### src/rtl/i2c_config_sequencer.sv
// Walks a register-init table and launches one 16-bit word per I2C write-engine transfer, retrying NACKed words.
// Latency: start -> busy 1 cycle; per entry 4 cycles + engine transfer time; each wait state bounded by TIMEOUT.
// Backpressure: the engine is held parked (i2c_enable=1) except in LAUNCH/WAIT_LO; a new word waits for i2c_end.
//
// Ports: clk/reset (async active-low); start (level, sampled in IDLE); lut_index/lut_data to the external table;
// i2c_reg_data/i2c_sl_addr/i2c_byte_num/i2c_enable to the engine, i2c_end/i2c_ack from it;
// busy/done/error/err_index status to the system controller.
module i2c_config_sequencer #(
    parameter int          LUT_SIZE   = 24,
    parameter int          IDX_W      = 5,
    parameter logic [7:0]  SLAVE_ADDR = 8'hBA,
    parameter int          BYTE_NUM   = 2,
    parameter int          MAX_RETRY  = 3,
    parameter int          TIMEOUT    = 1023,
    parameter int          AUTO_START = 1
) (
    input  logic             clk,
    input  logic             reset,
    input  logic             start,
    output logic [IDX_W-1:0] lut_index,
    input  logic [15:0]      lut_data,
    output logic [15:0]      i2c_reg_data,
    output logic [7:0]       i2c_sl_addr,
    output logic [7:0]       i2c_byte_num,
    output logic             i2c_enable,
    input  logic             i2c_end,
    input  logic             i2c_ack,
    output logic             busy,
    output logic             done,
    output logic             error,
    output logic [IDX_W-1:0] err_index
);

    localparam int TW = $clog2(TIMEOUT + 1);
    localparam int RW = (MAX_RETRY < 1) ? 1 : $clog2(MAX_RETRY + 1);
    localparam logic [IDX_W-1:0] LAST_IDX  = IDX_W'(LUT_SIZE - 1);
    localparam logic [TW-1:0]    TIMER_MAX = TW'(TIMEOUT);
    localparam logic [RW-1:0]    RETRY_MAX = RW'(MAX_RETRY);

    typedef enum logic [2:0] {
        IDLE, LOAD, LAUNCH, WAIT_LO, WAIT_HI, CHECK
    } state_t;

    state_t          state, next_state;
    logic [TW-1:0]   timer;
    logic [RW-1:0]   retry;
    logic            auto_pend;  // one-shot request to run the table after reset release
    logic            timed_out;  // current attempt ended by the watchdog; treated as a NACK
    logic            go, tmo, nack, last_entry, can_retry;

    assign i2c_sl_addr  = SLAVE_ADDR;
    assign i2c_byte_num = 8'(BYTE_NUM);

    always_comb begin
        go         = start | auto_pend;
        tmo        = (timer == TIMER_MAX);
        nack       = i2c_ack | timed_out;
        last_entry = (lut_index == LAST_IDX);
        can_retry  = (retry < RETRY_MAX);
    end

    // State register
    always_ff @(posedge clk or negedge reset) begin
        if (!reset) state <= IDLE;
        else        state <= next_state;
    end

    // Next-state logic
    always_comb begin
        next_state = state;
        case (state)
            IDLE:    if (go) next_state = LOAD;
            LOAD:    next_state = LAUNCH;
            LAUNCH:  next_state = WAIT_LO;
            WAIT_LO: begin
                if (!i2c_end)  next_state = WAIT_HI;
                else if (tmo)  next_state = CHECK;
            end
            WAIT_HI: if (i2c_end || tmo) next_state = CHECK;
            CHECK: begin
                if (nack) next_state = can_retry ? LOAD : IDLE;
                else      next_state = last_entry ? IDLE : LOAD;
            end
            default: next_state = IDLE;
        endcase
    end

    // Registered outputs and datapath
    always_ff @(posedge clk or negedge reset) begin
        if (!reset) begin
            i2c_enable   <= 1'b1;
            i2c_reg_data <= '0;
            lut_index    <= '0;
            busy         <= 1'b0;
            done         <= 1'b0;
            error        <= 1'b0;
            err_index    <= '0;
            retry        <= '0;
            timer        <= '0;
            timed_out    <= 1'b0;
            auto_pend    <= (AUTO_START != 0);
        end else begin
            case (state)
                IDLE: begin
                    auto_pend <= 1'b0;
                    if (go) begin
                        lut_index <= '0;
                        retry     <= '0;
                        done      <= 1'b0;
                        error     <= 1'b0;
                        busy      <= 1'b1;
                    end
                end
                LOAD: begin
                    i2c_reg_data <= lut_data;
                    timed_out    <= 1'b0;
                end
                LAUNCH: begin
                    i2c_enable <= 1'b0;
                    timer      <= '0;
                end
                WAIT_LO: begin
                    // Re-park as soon as the engine has taken the launch so it
                    // cannot start a second transfer when it returns to idle.
                    if (!i2c_end) begin
                        i2c_enable <= 1'b1;
                        timer      <= '0;
                    end else if (tmo) begin
                        i2c_enable <= 1'b1;
                        timed_out  <= 1'b1;
                    end else begin
                        timer <= timer + TW'(1);
                    end
                end
                WAIT_HI: begin
                    if (!i2c_end) begin
                        if (tmo) timed_out <= 1'b1;
                        else     timer     <= timer + TW'(1);
                    end
                end
                CHECK: begin
                    if (nack) begin
                        if (can_retry) begin
                            retry <= retry + RW'(1);
                        end else begin
                            error     <= 1'b1;
                            err_index <= lut_index;
                            busy      <= 1'b0;
                        end
                    end else if (last_entry) begin
                        done <= 1'b1;
                        busy <= 1'b0;
                    end else begin
                        lut_index <= lut_index + IDX_W'(1);
                        retry     <= '0;
                    end
                end
                default: ;
            endcase
        end
    end

endmodule

### config.mk
export PLATFORM = sky130hd
export DESIGN_NAME = i2c_config_sequencer
export DESIGN_NICKNAME = d
export VERILOG_FILES = /design/src/rtl/i2c_config_sequencer.sv
export SDC_FILE = /design/constraint.sdc
export NUM_CORES = 1
export LEC_CHECK = 0
export ABC_AREA = 1
export BUFFER_PORTS_ARGS = -buffer_cell sky130_fd_sc_hd__buf_2
export CORE_UTILIZATION = 56
export DETAILED_ROUTE_END_ITERATION = 10
export HOLD_SLACK_MARGIN = 0.05
export PLACE_DENSITY = 0.85
export SYNTH_ARGS = -nofsm -noshare
export SYNTH_HDL_FRONTEND = slang
export SYNTH_SLANG_ARGS = --single-unit
### constraint.sdc
create_clock -name clk -period 2.5 [get_ports clk]
set_input_delay 0.5 -clock clk [delete_from_list [all_inputs] [get_ports clk]]
set_output_delay 0.5 -clock clk [all_outputs]
set_load 0.01 [all_outputs]
==> impl_metrics.csv <==
group,metric,value,unit
run_status,status,"finished clean",
global_route,grt_overflow,0,
sta,setup_ws,0.834,ns
placed_design,io_buffer_count,50,
sta,worstMarginPinSlew,0.547,ns
synthesis,syn_area,0.00244,mm2
detailed_routing,first_pass_iters,5,
synthesis,synthArstFlopShare,100,%
clocking,root_buffer,"clkbuf_8",
layout,num_antenna_cells,0,
worst_setup_path,worst_ep_required_time,2.74,ns
synthesis,ys.warnings.count,0,
clocking,clk_latency,0.30,ns
clocking,post_cts_resized,0,
synthesis,synthDistinctLibCells,31,
synthesis,yosys_register_bits,47,
floorplanning,die_x,68.0,um
global_route,grt_pass1_wl,8.02,mm
detailed_routing,num_vias,2070,
global_route,grt_max_degree,25,
worst_setup_path,rrSetupSlack,0.83,ns
detailed_routing,drc,0,
sta,period_share,66.6,%
synthesis,synth.most_common_cell,"nand2_1",
synthesis,yosys-top-cells-area,"dfrtp_1 46%, nand2_1 17%, buf_4 5.2%",
placed_design,placed_cells,404,
clocking,cts_tree,"yes",
clocking,cts_buffer_depth,2,
sta,finalCriticalPeriod,1.67,ns
layout,fin_util,67.6,%
global_route,grt_pass1_vias,1870,
detailed_routing,drtIter0Drc,174,
floorplanning,die_h,68.0,um
worst_setup_path,endpoint_kind,"flip-flop",
power,power.density,939,mW/mm2
synthesis,synth_common_cells,"110 x nand2_1, 45 x dfrtp_1, 26 x inv_1",
layout,layout.nets,385,
synthesis,synth_top_area_share,46.2,%
global_route,grt_usage,23.6,%
synthesis,syn_inst,309,
sta,final_max_slew_viol_count,0,
clocking,cts_made_buffers,5,
sta,finalSetupViolations,0,
clocking,clk_pin_slew,0.09,ns
global_route,antenna_found_initial,0,
worst_setup_path,worstSetupPathType,"reg -> reg",
synthesis,synth_edf_count,0,
sta,tns,0,ns
clocking,post_cts_buffers,0,
sta,rsz0062_at_grt,"false",
clocking,clock-sinks,47,
floorplanning,num_rows,23,
detailed_routing,totalWireLength,4.68,mm
detailed_routing,wl_per_cell,11.4,um
detailed_routing,ant_nets,0,
power,ir_worst_vdd,0.649,mV
worst_setup_path,worstPathArrival,1.90,ns
layout,instances_no_fill,412,
floorplanning,start_util,59.6,%
job,cap_violations,0,
detailed_routing,via_per_inst,5.02,
sta,finalClockSkew,0.00567,ns
layout,post_route_cells_drive_above_1_share,21.5,%
layout,area_growth_syn_to_layout,13.4,%
floorplanning,core_area,0.00409,mm2
worst_setup_path,reg2reg_from,"timer[0]",
power,finalPower,2590,uW
synthesis,avgSynthCellArea,7.88,um2
power,power.static_leakage,0.00152,uW
worst_setup_path,worst-path-max-fanout,12,
sta,slew_headroom,63.5,%
worst_setup_path,worst_setup_path_start_kind,"flip-flop",
placed_design,hpwl,3.42,mm
floorplanning,dieArea,0.00462,mm2
placed_design,place_ws,0.830,ns
floorplanning,io_pins,67,
sta,hold_violations,0,
clocking,cts_hold_buf,0,
synthesis,synthFlopType,"dfrtp_1",
synthesis,ys_seq_area_share,48.4,%
clocking,cts_htree_levels,2,
synthesis,yosys.area.top_type,"dfrtp_1",
worst_setup_path,crit_start,"timer[0]",
hold_path,hold_class,"in -> async",
sta,fmax,0.600,GHz
placed_design,gp_congestion,0.882,
[power by group]
group	internal (uW)	switching, uW
Clock	196	259
Combinational	360	661
Sequential	968	150
[path summary, 6_finish.rpt]
path                            depth (start not counted)              end
worst max-delay path                                    7         timer[0]
worst min-delay path                                    1     err_index[0]
worst max register to register                          7         timer[0]
worst min register to register                          2        auto_pend
max in group asynchronous                               2       i2c_enable
min in group clk                                        3  i2c_reg_data[8]
[registers in the layout, indices dropped and copies added (netlist names)]
signal	flops
i2c_enable	1
err_index	5
busy	1
timed_out	1
i2c_reg_data	16
state	3
timer	10
error	1
retry	2
auto_pend	1
done	1
lut_index	5
[cells by family (layout without fill, tap and decap cells)]
family                   Yosys count  in the layout  synth area share, %
AND/OR/NAND/NOR                  178            178                 31.9
buffers and inverters             51             90                 10.9
flip-flops                        47             47                 48.4
AO/OA/AOI/OAI                     25             25                 5.85
adder cells (fa/ha/maj)            3              3                 1.54
XOR/XNOR                           3              3                 1.08
other                              2             16                0.308
[worst max-delay path, stage by stage, from the launching register on]
cell and delay [ns]:
dfrtp_1 0.40, ha_1 0.24, nand3_2 0.11, nor2_2 0.21, nand3_2 0.24, nand2_1 0.21
nand2_1 0.08, a21boi_2 0.11
[placed cells by master, fill, tap and decap left out, types with 2 or more instances in the layout]
cell type,synthesis,final
a21oi_1,6,6
buf_2,2,50
clkbuf_8,0,5
conb_1,2,16
dfrtp_1,45,45
dfstp_2,2,2
ha_1,3,3
inv_1,26,26
inv_2,4,4
nand2_1,110,110
nand2_2,3,3
nand3_1,22,22
nand3_2,2,2
nand3b_1,3,3
nand4_1,7,7
nor2_1,22,22
nor2_2,3,3
nor3_1,3,3
o211ai_1,2,2
o21ai_0,7,7
o21ai_1,7,7
xor2_1,2,2
[area by class of cell]
type / instances / area (um2)
clock buffers: 6 / 72.6
repair buffers: 52 / 278
flip-flops and latches: 47 / 1180
inverters: 30 / 113
well taps: 50 / 62.6
multi-input cells: 225 / 1040
fillers: 344 / 1330
clock inverters: 2 / 12.5
[stage by stage]
step                hold WS [ns]  instance area [um2]
floorplan                  0.204                 2490
global placement           0.433                 2680
detailed placement         0.440                 2680
CTS                        0.196                 2760
global route               0.206                 2760
finish                     0.171                 2760
[metal layers]
metal,global-route usage (%),vias to the layer above,wire (um)
li1,-,1044,-
met1,31.5,940,2150
met2,36.8,78,2200
met3,4.50,8,258
met4,11.5,0,76
met5,0,-,0
No activity file was read; power rests on OpenSTA's default activity.
